`config.mk`:
```
export PLATFORM = sky130hd
export DESIGN_NAME = sdram_pattern_tester_flat
export DESIGN_NICKNAME = d
export VERILOG_FILES = /design/src/rtl/sdram_pattern_tester_pkg.sv /design/src/rtl/sdram_pattern_tester_if.sv /design/src/rtl/sdram_pattern_gen.sv /design/src/rtl/sdram_pattern_tester.sv /design/src/flat_wrapper.sv
export SDC_FILE = /design/constraint.sdc
export NUM_CORES = 1
export LEC_CHECK = 0
export ABC_CLOCK_PERIOD_IN_PS = 4700
export CELL_PAD_IN_SITES_DETAIL_PLACEMENT = 1
export CELL_PAD_IN_SITES_GLOBAL_PLACEMENT = 2
export CORE_MARGIN = 2
export CORE_UTILIZATION = 37
export DETAILED_ROUTE_END_ITERATION = 12
export HOLD_SLACK_MARGIN = 0.03
export PLACE_DENSITY = 0.95
export SETUP_SLACK_MARGIN = 0.02
export SLEW_MARGIN = 10
export SYNTH_ARGS = -nofsm -noshare
export SYNTH_HDL_FRONTEND = slang
export SYNTH_HIERARCHICAL = 1
export SYNTH_SLANG_ARGS = --single-unit
```
`constraint.sdc`:
```
create_clock -name clk -period 4.7 [get_ports clk]
set_input_delay 0.94 -clock clk [delete_from_list [all_inputs] [get_ports clk]]
set_output_delay 0.94 -clock clk [all_outputs]
set_load 0.05 [all_outputs]
```
`src/rtl/sdram_pattern_tester_pkg.sv`:
```
// Shared types for the SDRAM pattern tester: pattern modes, FSM states and
// maximal-length Galois LFSR tap masks (right-shifting form, bit k = tap k+1).
package sdram_test_pkg;

    typedef enum logic [1:0] {
        PAT_INC  = 2'd0,
        PAT_WALK = 2'd1,
        PAT_LFSR = 2'd2,
        PAT_INV  = 2'd3
    } pattern_mode_t;

    typedef enum logic [2:0] {
        ST_IDLE,
        ST_WR_ISSUE,
        ST_WR_GAP,
        ST_RD_ISSUE,
        ST_RD_WAIT,
        ST_DONE
    } state_t;

    function automatic logic [31:0] lfsr_taps(input int unsigned width);
        case (width)
            8:       return 32'h0000_00B8;
            9:       return 32'h0000_0110;
            10:      return 32'h0000_0240;
            11:      return 32'h0000_0500;
            12:      return 32'h0000_0829;
            13:      return 32'h0000_100D;
            14:      return 32'h0000_2015;
            15:      return 32'h0000_6000;
            16:      return 32'h0000_B400;
            24:      return 32'h00E1_0000;
            32:      return 32'h8020_0003;
            default: return 32'h0000_B400;
        endcase
    endfunction

endpackage

```
`src/rtl/sdram_pattern_tester_if.sv`:
```
// Host-side request/response bundle between the pattern tester and the SDRAM
// controller; master issues one-cycle write/read strobes, slave answers with rd_ready.
interface sdram_host_if #(
    parameter int unsigned ADDR_W = 32,
    parameter int unsigned DATA_W = 16
);
    logic [ADDR_W-1:0] wr_addr;
    logic [DATA_W-1:0] wr_data;
    logic              wr_enable;
    logic [ADDR_W-1:0] rd_addr;
    logic              rd_enable;
    logic [DATA_W-1:0] rd_data;
    logic              rd_ready;
    logic              busy;

    modport master (
        output wr_addr, wr_data, wr_enable, rd_addr, rd_enable,
        input  rd_data, rd_ready, busy
    );

    modport slave (
        input  wr_addr, wr_data, wr_enable, rd_addr, rd_enable,
        output rd_data, rd_ready, busy
    );
endinterface

```
`src/rtl/sdram_pattern_gen.sv`:
```
// Expected-word generator: combinational for index/address patterns, registered LFSR
// that holds the seed after restart and steps once per advance.
module sdram_pattern_gen
    import sdram_test_pkg::*;
#(
    parameter int unsigned ADDR_W    = 32,
    parameter int unsigned DATA_W    = 16,
    parameter int unsigned IDX_W     = 8,
    parameter logic [31:0] LFSR_SEED = 32'hACE1
) (
    input  logic              clk,
    input  logic              rst_n,
    input  logic              restart,
    input  logic              advance,
    input  pattern_mode_t     mode,
    input  logic [IDX_W-1:0]  index,
    input  logic [ADDR_W-1:0] addr,
    output logic [DATA_W-1:0] word
);
    localparam logic [DATA_W-1:0] SEED = DATA_W'(LFSR_SEED);
    localparam logic [DATA_W-1:0] TAPS = DATA_W'(lfsr_taps(DATA_W));

    logic [DATA_W-1:0] r_lfsr;
    logic [DATA_W-1:0] w_walk;

    always_ff @(posedge clk or negedge rst_n) begin
        if (!rst_n) begin
            r_lfsr <= SEED;
        end else if (restart) begin
            r_lfsr <= SEED;
        end else if (advance) begin
            r_lfsr <= r_lfsr[0] ? ((r_lfsr >> 1) ^ TAPS) : (r_lfsr >> 1);
        end
    end

    assign w_walk = DATA_W'(1) << (32'(index) % DATA_W);

    always_comb begin
        word = '0;
        case (mode)
            PAT_INC:  word = DATA_W'(index);
            PAT_WALK: word = w_walk;
            PAT_LFSR: word = r_lfsr;
            PAT_INV:  word = ~DATA_W'(addr);
            default:  word = '0;
        endcase
    end

endmodule

```
`src/rtl/sdram_pattern_tester.sv`:
```
// Writes WORDS pattern words, reads them back and counts mismatches/timeouts; at least
// 2 cycles per write, requests held off while busy. Optional: SDRAM_TESTER_ERR_INJECT_EN.
module sdram_pattern_tester
    import sdram_test_pkg::*;
#(
    parameter int unsigned       ADDR_W     = 32,
    parameter int unsigned       DATA_W     = 16,
    parameter int unsigned       WORDS      = 256,
    parameter logic [ADDR_W-1:0] BASE_ADDR  = '0,
    parameter logic [ADDR_W-1:0] STRIDE     = 1,
    parameter logic [31:0]       LFSR_SEED  = 32'hACE1,
    parameter int unsigned       RD_TIMEOUT = 1024
) (
    input  logic              clk,
    input  logic              rst_n,
    input  logic              start,
    input  logic [1:0]        mode,
`ifdef SDRAM_TESTER_ERR_INJECT_EN
    input  logic              inject,
`endif
    output logic              done,
    output logic              pass,
    output logic [15:0]       err_count,
    output logic [ADDR_W-1:0] first_err_addr,
    sdram_host_if.master      host
);
    localparam int unsigned       IDX_W    = (WORDS > 1) ? $clog2(WORDS) : 1;
    localparam int unsigned       TMR_W    = $clog2(RD_TIMEOUT + 1);
    localparam logic [IDX_W-1:0]  LAST_IDX = IDX_W'(WORDS - 1);
    localparam logic [TMR_W-1:0]  TMR_LAST = TMR_W'(RD_TIMEOUT - 1);

    state_t            r_state, w_next;
    pattern_mode_t     r_mode;
    logic [IDX_W-1:0]  r_idx;
    logic [ADDR_W-1:0] r_addr, r_first, r_wr_addr, r_rd_addr;
    logic [DATA_W-1:0] r_wr_data, w_exp, w_inj;
    logic [TMR_W-1:0]  r_timer;
    logic [15:0]       r_err;
    logic              r_wr_en, r_rd_en;
    logic              w_start_run, w_issue_wr, w_issue_rd, w_wr_next, w_rd_next, w_err, w_last;

    assign w_last = (r_idx == LAST_IDX);

    always_ff @(posedge clk or negedge rst_n) begin
        if (!rst_n) r_state <= ST_IDLE;
        else        r_state <= w_next;
    end

    always_comb begin
        w_next      = r_state;
        w_start_run = 1'b0;
        w_issue_wr  = 1'b0;
        w_issue_rd  = 1'b0;
        w_wr_next   = 1'b0;
        w_rd_next   = 1'b0;
        w_err       = 1'b0;
        case (r_state)
            ST_IDLE, ST_DONE: begin
                if (start) begin
                    w_start_run = 1'b1;
                    w_next      = ST_WR_ISSUE;
                end
            end
            ST_WR_ISSUE: begin
                if (!host.busy) begin
                    w_issue_wr = 1'b1;
                    w_next     = ST_WR_GAP;
                end
            end
            // The strobe is visible during this cycle; busy is re-sampled only after it.
            ST_WR_GAP: begin
                w_wr_next = 1'b1;
                w_next    = w_last ? ST_RD_ISSUE : ST_WR_ISSUE;
            end
            ST_RD_ISSUE: begin
                if (!host.busy) begin
                    w_issue_rd = 1'b1;
                    w_next     = ST_RD_WAIT;
                end
            end
            ST_RD_WAIT: begin
                if (host.rd_ready) begin
                    w_rd_next = 1'b1;
                    w_err     = (host.rd_data != w_exp);
                end else if (r_timer == TMR_LAST) begin
                    w_rd_next = 1'b1;
                    w_err     = 1'b1;
                end
                if (w_rd_next) w_next = w_last ? ST_DONE : ST_RD_ISSUE;
            end
            default: w_next = ST_IDLE;
        endcase
    end

    sdram_pattern_gen #(
        .ADDR_W    (ADDR_W),
        .DATA_W    (DATA_W),
        .IDX_W     (IDX_W),
        .LFSR_SEED (LFSR_SEED)
    ) u_gen (
        .clk     (clk),
        .rst_n   (rst_n),
        .restart (w_start_run | (w_wr_next & w_last)),
        .advance ((w_wr_next | w_rd_next) & ~w_last),
        .mode    (r_mode),
        .index   (r_idx),
        .addr    (r_addr),
        .word    (w_exp)
    );

`ifdef SDRAM_TESTER_ERR_INJECT_EN
    logic r_inject;
    always_ff @(posedge clk or negedge rst_n) begin
        if (!rst_n)           r_inject <= 1'b0;
        else if (w_start_run) r_inject <= inject;
    end
    assign w_inj = {{(DATA_W-1){1'b0}}, r_inject & (r_idx == '0)};
`else
    assign w_inj = '0;
`endif

    always_ff @(posedge clk or negedge rst_n) begin
        if (!rst_n) begin
            r_mode    <= PAT_INC;
            r_idx     <= '0;
            r_addr    <= '0;
            r_timer   <= '0;
            r_err     <= '0;
            r_first   <= '0;
            r_wr_en   <= 1'b0;
            r_rd_en   <= 1'b0;
            r_wr_addr <= '0;
            r_wr_data <= '0;
            r_rd_addr <= '0;
        end else begin
            r_wr_en <= w_issue_wr;
            r_rd_en <= w_issue_rd;
            if (w_start_run) begin
                r_mode  <= pattern_mode_t'(mode);
                r_idx   <= '0;
                r_addr  <= BASE_ADDR;
                r_err   <= '0;
                r_first <= '0;
            end
            if (w_issue_wr) begin
                r_wr_addr <= r_addr;
                r_wr_data <= w_exp ^ w_inj;
            end
            if (w_issue_rd) begin
                r_rd_addr <= r_addr;
                r_timer   <= '0;
            end else if (r_state == ST_RD_WAIT) begin
                r_timer <= r_timer + 1'b1;
            end
            // Both phases walk the same index/address sequence from the base.
            if (w_wr_next || w_rd_next) begin
                r_idx  <= w_last ? '0 : r_idx + 1'b1;
                r_addr <= w_last ? BASE_ADDR : r_addr + STRIDE;
            end
            if (w_err) begin
                if (r_err != 16'hFFFF) r_err <= r_err + 16'd1;
                if (r_err == 16'd0)    r_first <= r_addr;
            end
        end
    end

    assign done           = (r_state == ST_DONE);
    assign pass           = done && (r_err == 16'd0);
    assign err_count      = r_err;
    assign first_err_addr = r_first;
    assign host.wr_enable = r_wr_en;
    assign host.wr_addr   = r_wr_addr;
    assign host.wr_data   = r_wr_data;
    assign host.rd_enable = r_rd_en;
    assign host.rd_addr   = r_rd_addr;

endmodule

```
`src/flat_wrapper.sv`:
```
// flat-port wrapper written by rule: the top's interface ports become plain ports
module sdram_pattern_tester_flat import sdram_test_pkg::*;
#(
    parameter int unsigned       ADDR_W     = 32,
    parameter int unsigned       DATA_W     = 16,
    parameter int unsigned       WORDS      = 256,
    parameter logic [ADDR_W-1:0] BASE_ADDR  = '0,
    parameter logic [ADDR_W-1:0] STRIDE     = 1,
    parameter logic [31:0]       LFSR_SEED  = 32'hACE1,
    parameter int unsigned       RD_TIMEOUT = 1024
)
  (clk, rst_n, start, mode, done, pass, err_count, first_err_addr, host_wr_addr, host_wr_data, host_wr_enable, host_rd_addr, host_rd_enable, host_rd_data, host_rd_ready, host_busy);
  sdram_host_if #(.ADDR_W(ADDR_W), .DATA_W(DATA_W)) host_i ();
  input  logic clk;
  input  logic rst_n;
  input  logic start;
  input  logic [1:0] mode;
  output logic done;
  output logic pass;
  output logic [15:0] err_count;
  output logic [ADDR_W-1:0] first_err_addr;
  output wire logic [$bits(host_i.wr_addr)-1:0] host_wr_addr;
  output wire logic [$bits(host_i.wr_data)-1:0] host_wr_data;
  output wire logic [$bits(host_i.wr_enable)-1:0] host_wr_enable;
  output wire logic [$bits(host_i.rd_addr)-1:0] host_rd_addr;
  output wire logic [$bits(host_i.rd_enable)-1:0] host_rd_enable;
  input wire logic [$bits(host_i.rd_data)-1:0] host_rd_data;
  input wire logic [$bits(host_i.rd_ready)-1:0] host_rd_ready;
  input wire logic [$bits(host_i.busy)-1:0] host_busy;
  assign host_wr_addr = host_i.wr_addr;
  assign host_wr_data = host_i.wr_data;
  assign host_wr_enable = host_i.wr_enable;
  assign host_rd_addr = host_i.rd_addr;
  assign host_rd_enable = host_i.rd_enable;
  assign host_i.rd_data = host_rd_data;
  assign host_i.rd_ready = host_rd_ready;
  assign host_i.busy = host_busy;
  sdram_pattern_tester #(.ADDR_W(ADDR_W), .DATA_W(DATA_W), .WORDS(WORDS), .BASE_ADDR(BASE_ADDR), .STRIDE(STRIDE), .LFSR_SEED(LFSR_SEED), .RD_TIMEOUT(RD_TIMEOUT)) u_core (.clk(clk), .rst_n(rst_n), .start(start), .mode(mode), .done(done), .pass(pass), .err_count(err_count), .first_err_addr(first_err_addr), .host(host_i));
endmodule
```
**After elaboration in Yosys (flattened, before gate mapping)**

Cells that the tools add are included.

- Register bits after elaboration: 202
- Input bits: 23
- Output and inout port bits: 132
- Logic and storage cells: 88

- Add/sub/neg operators: 4
- Equal/unequal tests: 16
- Shift operators: 1
- Multiplexer cells: 37
- Bitwise operators: 7
- Reduce and logical (&&, ||, !) cells: 10

Operators by type and width:

| kind | count |
|---|---|
| $mux W32 | 6 |
| $mux W16 | 6 |
| $pmux W16 S4 | 1 |
| $add A32 B1 Y32 const B | 1 |
| $mux W8 | 3 |
| $mux W11 | 2 |
| $add A16 B1 Y16 const B | 1 |
| $logic_not A16 Y1 | 1 |
| $ne A16 B16 Y1 | 1 |
| $ne A16 B16 Y1 const B | 1 |
| $not A16 Y16 | 1 |
| $shl A1 B4 Y16 const A | 1 |
| $mux W3 | 5 |
| $pmux W3 S5 | 1 |
| $mux W1 | 12 |
| $add A11 B1 Y11 const B | 1 |
| $eq A11 B10 Y1 const B | 1 |
| $add A8 B1 Y8 const B | 1 |
| $eq A8 B8 Y1 const B | 1 |
| $ne A2 B2 Y1 const B | 4 |
| $eq A3 B2 Y1 const B | 2 |
| $eq A3 B3 Y1 const B | 2 |
| $reduce_bool A2 Y1 | 3 |
| $eq A2 B2 Y1 const B | 2 |
| other kinds (13) | 15 |

**Depth between registers and ports, before layout**

Gate-level depths: netlist of run 1.

- Word-level depth: 9
- Mapped depth: 14
- Mapped depth without buffers: 9

**By module**

Netlist of run 1, hierarchy kept.

Modules (own cells, without submodules):

| module | times used | cells an instance | area an instance (µm²) | sequential area each (µm²) |
|---|---|---|---|---|
| sdram_pattern_tester | 1 | 870 | 8614.5 | 4654.5 |
| sdram_pattern_gen | 1 | 135 | 1217.4 | 410.4 |

**Worst setup path before layout of run 1**

OpenSTA, ideal clock, no wires.

- Path type: register to output
- Start: reg u_core.r_state[1]
- End: out pass
- Arrival time: 1.983 ns
- Setup slack: 1.777 ns
- Stages on the path, launching flop included: 5
- Path buffers: 1
- Cell sequence: dfrtp_1 -> buf_1 -> nor2b_1 -> and2_1 -> nor2b_1

- Cells in the longest elaborated chain, start to end: 2

RTL lines:

| element | line | RTL |
|---|---|---|
| from (decl) | sdram_pattern_tester.sv:32 | `state_t r_state, w_next;` |
| from (signal assigned) | sdram_pattern_tester.sv:46 | `else r_state <= w_next;` |
| $eq A3 B3 Y1 | sdram_pattern_tester.sv:167 | `assign done = (r_state == ST_DONE);` |
| net done | flat_wrapper.sv:18 | `output logic done;` |
| $logic_and A1 B1 Y1 | sdram_pattern_tester.sv:168 | `assign pass = done && (r_err == 16'd0);` |
| to (decl) | flat_wrapper.sv:19 | `output logic pass;` |

The timed path passes the listed nets, and every way through them passes these cells.

**Worst setup path after layout of run 1**

- Start: reg u_core.r_err[0] (netlist: u_core/err_count[0])
- End: out pass

- Cells in the longest elaborated chain, start to end: 2

RTL lines:

| element | line | RTL |
|---|---|---|
| from (decl) | sdram_pattern_tester.sv:38 | `logic [15:0] r_err;` |
| from (signal assigned) | sdram_pattern_tester.sv:161 | `if (r_err != 16'hFFFF) r_err <= r_err + 16'd1;` |
| $logic_not A16 Y1 | sdram_pattern_tester.sv:168 |  |
| $logic_and A1 B1 Y1 | sdram_pattern_tester.sv:168 |  |

Every way passes these cells.

==> results.toml, run 1 <==
[synth]
synth_flop_cell = "dfrtp_1"
synth_edf_count = 0
synth.distinct_cells = 75
synthArstFlopShare_pct = 100.0
avgSynthCellArea_um2 = 9.783
ys_warn_count = 6
ys_seq_area_share_pct = 51.51
syn_area_um2 = 9832
synth.net_count = 1033
ys_ff_latch = 202
syn_inst = 1005

[grt]
grt_max_degree = 92
antenna_found_initial = 0
grt_usage_pct = 20.85
grt_pass1_wl_um = 47490
overflow = 0
grt_pass1_vias = 8569

[final_layout]
fin_util_pct = 47.22
nFillCells = 2878
layout_common_cells = "nand2_1, dfrtp_1, clkdlybuf4s50_1"
final_nets = 1154
diodes = 0
fin_cells = 1477
syn2layout_area_growth_pct = 25.15
layout_commonest_cell = "nand2_1"
drive_above_1_share_pct = 12.00

[placement]
place_ws_ns = 1.096
place_inst = 1435
dp.final_hpwl_um = 19440
routabilityCongestion = 0.7966
port_buffers = 154

[sta]
setup_viol = 0
hold_violations = 0
max_freq_ghz = 0.2693
fin_ws_ns = 0.9860
period_minus_slack_ns = 3.714
worst_slew_pin_slew_ns = 1.116
rsz0062_at_grt = "no"
max_slew_margin_pct = 25.60
fin_setup_tns_ns = 0
fin_worst_skew_ns = 0.007603
timing.final.crit_share_pct = 79.02
report.final.slew_viol_count = 0

[power]
p_sw_share_pct = 38.31
irDropWorstVdd_mv = 0.2726
clock_power_share_pct = 28.6
power_mw = 6.218
pwr-share-seq_pct = 36.8
p_switching_mw = 2.382
leakagePower_nw = 5.378
p_int_mw = 3.836
cellPowerDensity_nw_per_um2 = 505.3
p_comb_share_pct = 34.6

[critical_path]
regToRegSetupSlack_ns = 1.00
crit_path_start = "u_core/err_count[0]"
cp-end-kind = "output pin"
rr_startpoint = "u_core/r_mode[0]"
crit_type = "reg -> out"
rr_endpoint = "u_core/err_count[2]"
critical_path.max_stage_delay_ns = 0.81
path_buf_inv = 2
cp-start-kind = "register"
cp.arrival_ns = 2.77
critPathCapture = "pass"
slowest_stage = "clkdlybuf4s50_1"
cp_top_family = "buffers and inverters"
cp.required_ns = 3.76
cp_max_fo = 7
crit_chain = "inv_1, ha_1, nor4b_1, nand4_1, nor2b_1, clkdlybuf4s50_1"
reg2regPathDepth = 9
worst-path-stages = 6

[die]
die_h_um = 167.0
io_pins = 155
initial_core_util_pct = 37.73
fp-row-count = 59
die_w_um = 167.0
coreArea_um2 = 26060
die-area_um2 = 27890

[clocking]
clock_latency_ns = 0.52
h-tree-depth = 1
clk_path_buf_depth = 3
clock_sinks = 202
postCtsResizedCells = 0
ctsHoldBuffers = 0
postCtsSetupRepairBufs = 0
cts-root-buf = "clkbuf_16"
cts_made_buffers = 24
clkTransAtPathRegs_ns = 0.06
cts_tree = "done"

[route]
firstDrtPassIters = 4
met3_wirelength_um = 1464
drc_errors = 0
wl_met1_um = 12890
wl_per_cell_um = 19.73
via_per_inst = 5.444
postRouteAntennaNets = 0
vias = 8041
wl_met2_um = 14180
wl_um = 29140
top_layer = "met4"
drt_iter0_markers = 660

[min_path]
hold_path.class = "in -> async"

[run]
maxCapViolCount = 0

[outcome]
outcome = "finished clean"
-- Yosys cell counts, types with 6 or more instances --
master    instances  share of area [%]
nor3_1           20                1.0
xor2_1           22                2.0
clkbuf_1         40                1.5
buf_2            15               0.76
nor2_1           56                2.1
inv_1             9               0.34
nand4_1          26                1.7
buf_6             7               0.80
xnor2_1          11               0.98
o22ai_1           9               0.57
mux2_2           51                5.8
o31ai_1           9               0.69
a21oi_1          14               0.71
nor4_1           11               0.70
o21ai_0          81                4.1
nand3_1          23                1.2
a31oi_1          12               0.76
dfrtp_1         194                 49
a21o_1            9               0.69
dfstp_2           8                2.1
and4_1            6               0.53
nor2b_1          31                2.0
o22a_1            8               0.71
a211o_1           6               0.53
and3_1            8               0.51
mux2i_1           8               0.81
o21ai_1          20                1.0
nand2_1         197                7.5
-- power by group through the flow --
stage / clock, mW / sequential, mW / combinational [mW]
after floorplan: 0 / 2.51 / 1.31
after global placement: 0 / 2.30 / 2.10
after detailed placement: 0 / 2.31 / 2.15
after CTS: 1.83 / 2.28 / 2.16
after global routing: 1.90 / 2.33 / 2.31
final: 1.78 / 2.29 / 2.15
-- flip-flops by register name (all words and copies together) (netlist names) --
name,cells
u_core/host.rd_addr,32
u_core/r_state,3
u_core/r_idx,8
u_core/host.wr_data,16
u_core/first_err_addr,32
u_core/host.wr_addr,32
u_core/host.wr_enable,1
u_core/r_addr,32
u_core/u_gen/r_lfsr,16
u_core/r_timer,11
u_core/r_mode,2
u_core/err_count,16
u_core/host.rd_enable,1
-- cell families (layout without fill, tap and decap cells) --
kind of cell	Yosys count	count (layout)	synth area share, %
fa+ha+maj	5	5	0.6363
compound gates	199	199	12.78
flops	202	202	51.51
xor+xnor	33	33	2.940
mux	59	59	6.656
simple gates	426	426	21.33
buf+inv	81	218	4.149
-- routing by layer --
metal  track usage, %  up-vias
met5                0        -
met4            5.472        0
met3            4.064       43
met2            35.16      167
met1            27.54     4080
li1                 -     3751
-- layout make-up --
type | instances | area [um^2] | share of cell area (%)
clock buffers | 34 | 708.2 | 5.756
clock inverters | 8 | 51.30 | 0.4169
flip-flops and latches | 202 | 5065 | 41.16
inverters | 10 | 37.54 | 0.3051
well taps | 335 | 419.2 | 3.407
repair buffers | 166 | 1648 | 13.39
multi-input cells | 722 | 4375 | 35.56
-- worst min-delay path by stage --
stage / startpoint / to / slack, ns / depth (start not counted)
after floorplan: u_core/r_idx[7] / u_core/r_idx[7] / 0.47 / 1
after global placement: u_core/host.rd_addr[1] / u_core/host.rd_addr[1] / 0.46 / 2
after detailed placement: u_core/host.rd_addr[12] / u_core/host.rd_addr[12] / 0.47 / 2
after CTS: rst_n / u_core/err_count[14] / 0.39 / 1
after global routing: rst_n / u_core/host.rd_addr[26] / 0.40 / 1
final: rst_n / u_core/host.rd_addr[27] / 0.39 / 1
-- per-stage QoR --
stage,cell area (um^2),hold WS (ns)
final,12300,0.3885
after detailed placement,11540,0.4685
after global routing,12300,0.4000
after floorplan,9832,0.4679
after CTS,12300,0.3850
after global placement,11540,0.4572
Note: power is estimated with default switching activity, not from simulation.
==> run 2, diff against run 1 <==
ABC_CLOCK_PERIOD_IN_PS = 3550   (was 4700)
CORE_UTILIZATION = 34   (was 37)
PLACE_DENSITY = 0.89   (was 0.95)
clock period = 3.55 ns   (was 4.7 ns; I/O delays follow)
==> run 2 against run 1 <==
Worst setup slack worse by 0.61 ns. Wire length is 0.71% lower. Largest cell class unchanged. Critical path type is now reg -> reg. Critical endpoint is now u_core/first_err_addr[22]. Utilization is 3.5 points lower. Non-clock buffer count is 6 higher. Cell area is 1.7% higher.
==> results.toml, run 2 (same netlist as run 1, synthesis figures left out) <==
[critical_path]
cp.arrival_ns = 3.51
regToRegSetupSlack_ns = 0.38
crit_type = "reg -> reg"
rr_endpoint = "u_core/first_err_addr[22]"
rr_startpoint = "u_core/r_mode[1]"
cp-end-kind = "register"
cp_max_fo = 64
cp-start-kind = "register"
reg2regPathDepth = 9
cp.required_ns = 3.88

[clocking]
clock_latency_ns = 0.52
cts_made_buffers = 25
clk_path_buf_depth = 3
postCtsSetupRepairBufs = 0
ctsHoldBuffers = 0
clock_sinks = 202
cts_tree = "done"
cts-root-buf = "clkbuf_16"
h-tree-depth = 1
clkTransAtPathRegs_ns = 0.06

[outcome]
outcome = "finished clean"

[final_layout]
diodes = 0
drive_above_1_share_pct = 12.26
syn2layout_area_growth_pct = 27.23
layout_common_cells = "nand2_1, dfrtp_1, clkdlybuf4s50_1"
final_nets = 1161
fin_cells = 1534
layout_commonest_cell = "nand2_1"

[run]
maxCapViolCount = 0

[die]
coreArea_um2 = 28630
die_h_um = 174.1
die_w_um = 174.1
io_pins = 155
initial_core_util_pct = 34.35
die-area_um2 = 30290
fp-row-count = 62

[sta]
fin_setup_tns_ns = 0
worst_slew_pin_slew_ns = 1.114
hold_violations = 0
max_slew_margin_pct = 25.72
max_freq_ghz = 0.3151
timing.final.crit_share_pct = 89.41
period_minus_slack_ns = 3.174
fin_worst_skew_ns = 0.01560
setup_viol = 0
rsz0062_at_grt = "no"
report.final.slew_viol_count = 0

[route]
via_per_inst = 5.246
wl_per_cell_um = 18.86
wl_um = 28940
vias = 8047
drt_iter0_markers = 473
postRouteAntennaNets = 0
firstDrtPassIters = 4
drc_errors = 0

[placement]
port_buffers = 154
place_inst = 1490
dp.final_hpwl_um = 19760
routabilityCongestion = 0.7816

[grt]
grt_usage_pct = 19.20
grt_pass1_vias = 8460
grt_pass1_wl_um = 47480
overflow = 0
antenna_found_initial = 0
grt_max_degree = 75

[power]
cellPowerDensity_nw_per_um2 = 677.8
leakagePower_nw = 5.454
power_mw = 8.479
irDropWorstVdd_mv = 0.2980

[min_path]
hold_path.class = "in -> async"
## run 2: cell count changes in the layout (fill, tap and decap cells not counted), moves of 2 or more
| cell | before | now |
|---|---|---|
| clkbuf_1 | 3 | 8 |
| clkinv_2 | 7 | 2 |
| buf_4 | 11 | 15 |
| clkbuf_8 | 8 | 5 |
| buf_12 | 1 | 3 |
| bufinv_16 | 0 | 3 |
## run 2: routing by layer
metal / part of all wire, % / GRT usage, %
met1: 45 / 26.17
met2: 47 / 31.42
met3: 5.6 / 4.068
met4: 2.0 / 4.377
met5: 0 / 0
## run 2: final cells by class
| cell class | count | area [um^2] |
|---|---|---|
| repair buffers | 172 | 1720 |
| well taps | 384 | 480.5 |
| flip-flops and latches | 202 | 5065 |
| clock inverters | 7 | 117.6 |
| multi-input cells | 722 | 4378 |
| fillers | 3158 | 16120 |
| clock buffers | 37 | 710.7 |
| inverters | 10 | 37.54 |
## run 2: how the worst max path moves through the flow
stage                             start                        end
global placement          host_rd_ready  u_core/first_err_addr[21]
CTS                 u_core/err_count[1]                       pass
floorplan              u_core/r_mode[0]        u_core/err_count[6]
global route           u_core/r_mode[1]  u_core/first_err_addr[19]
detailed placement        host_rd_ready   u_core/first_err_addr[4]
finish                 u_core/r_mode[1]  u_core/first_err_addr[22]
## run 2: worst max-delay path: stages (launching register included)
cell      delay, ns
dfrtp_1        0.52
nand2b_4       0.22
or3b_4         0.41
o21ai_1        0.26
xor2_1         0.11
nor4_1         0.36
nand3_1        0.18
o21a_2         0.57
nand2_1        0.19
o21ai_0        0.11
## run 2: stage by stage
step / util (%) / area, um^2 / setup slack, ns / hold slack [ns]
after floorplan: - / 9832 / 0.7709 / 0.4144
after global placement: 40.80 / 11680 / 0.1207 / 0.4603
after detailed placement: 40.80 / 11680 / 0.08227 / 0.4659
after CTS: 43.69 / 12510 / 0.04826 / 0.2192
after global routing: 43.70 / 12510 / 0.08822 / 0.2367
final: 43.70 / 12510 / 0.3760 / 0.2002
## run 2: repair_timing
| item | in CTS | in global routing |
|---|---|---|
| setup endpoints to repair | 0 | 1 |
| resized for setup | 0 | 1 |
| endpoints found under the hold margin | 0 | 0 |
## run 2: power breakdown
group / switching [mW] / internal, mW
Clock: 0.977 / 1.60
Sequential: 0.372 / 2.63
Combinational: 1.80 / 1.11
Total: 3.15 / 5.33
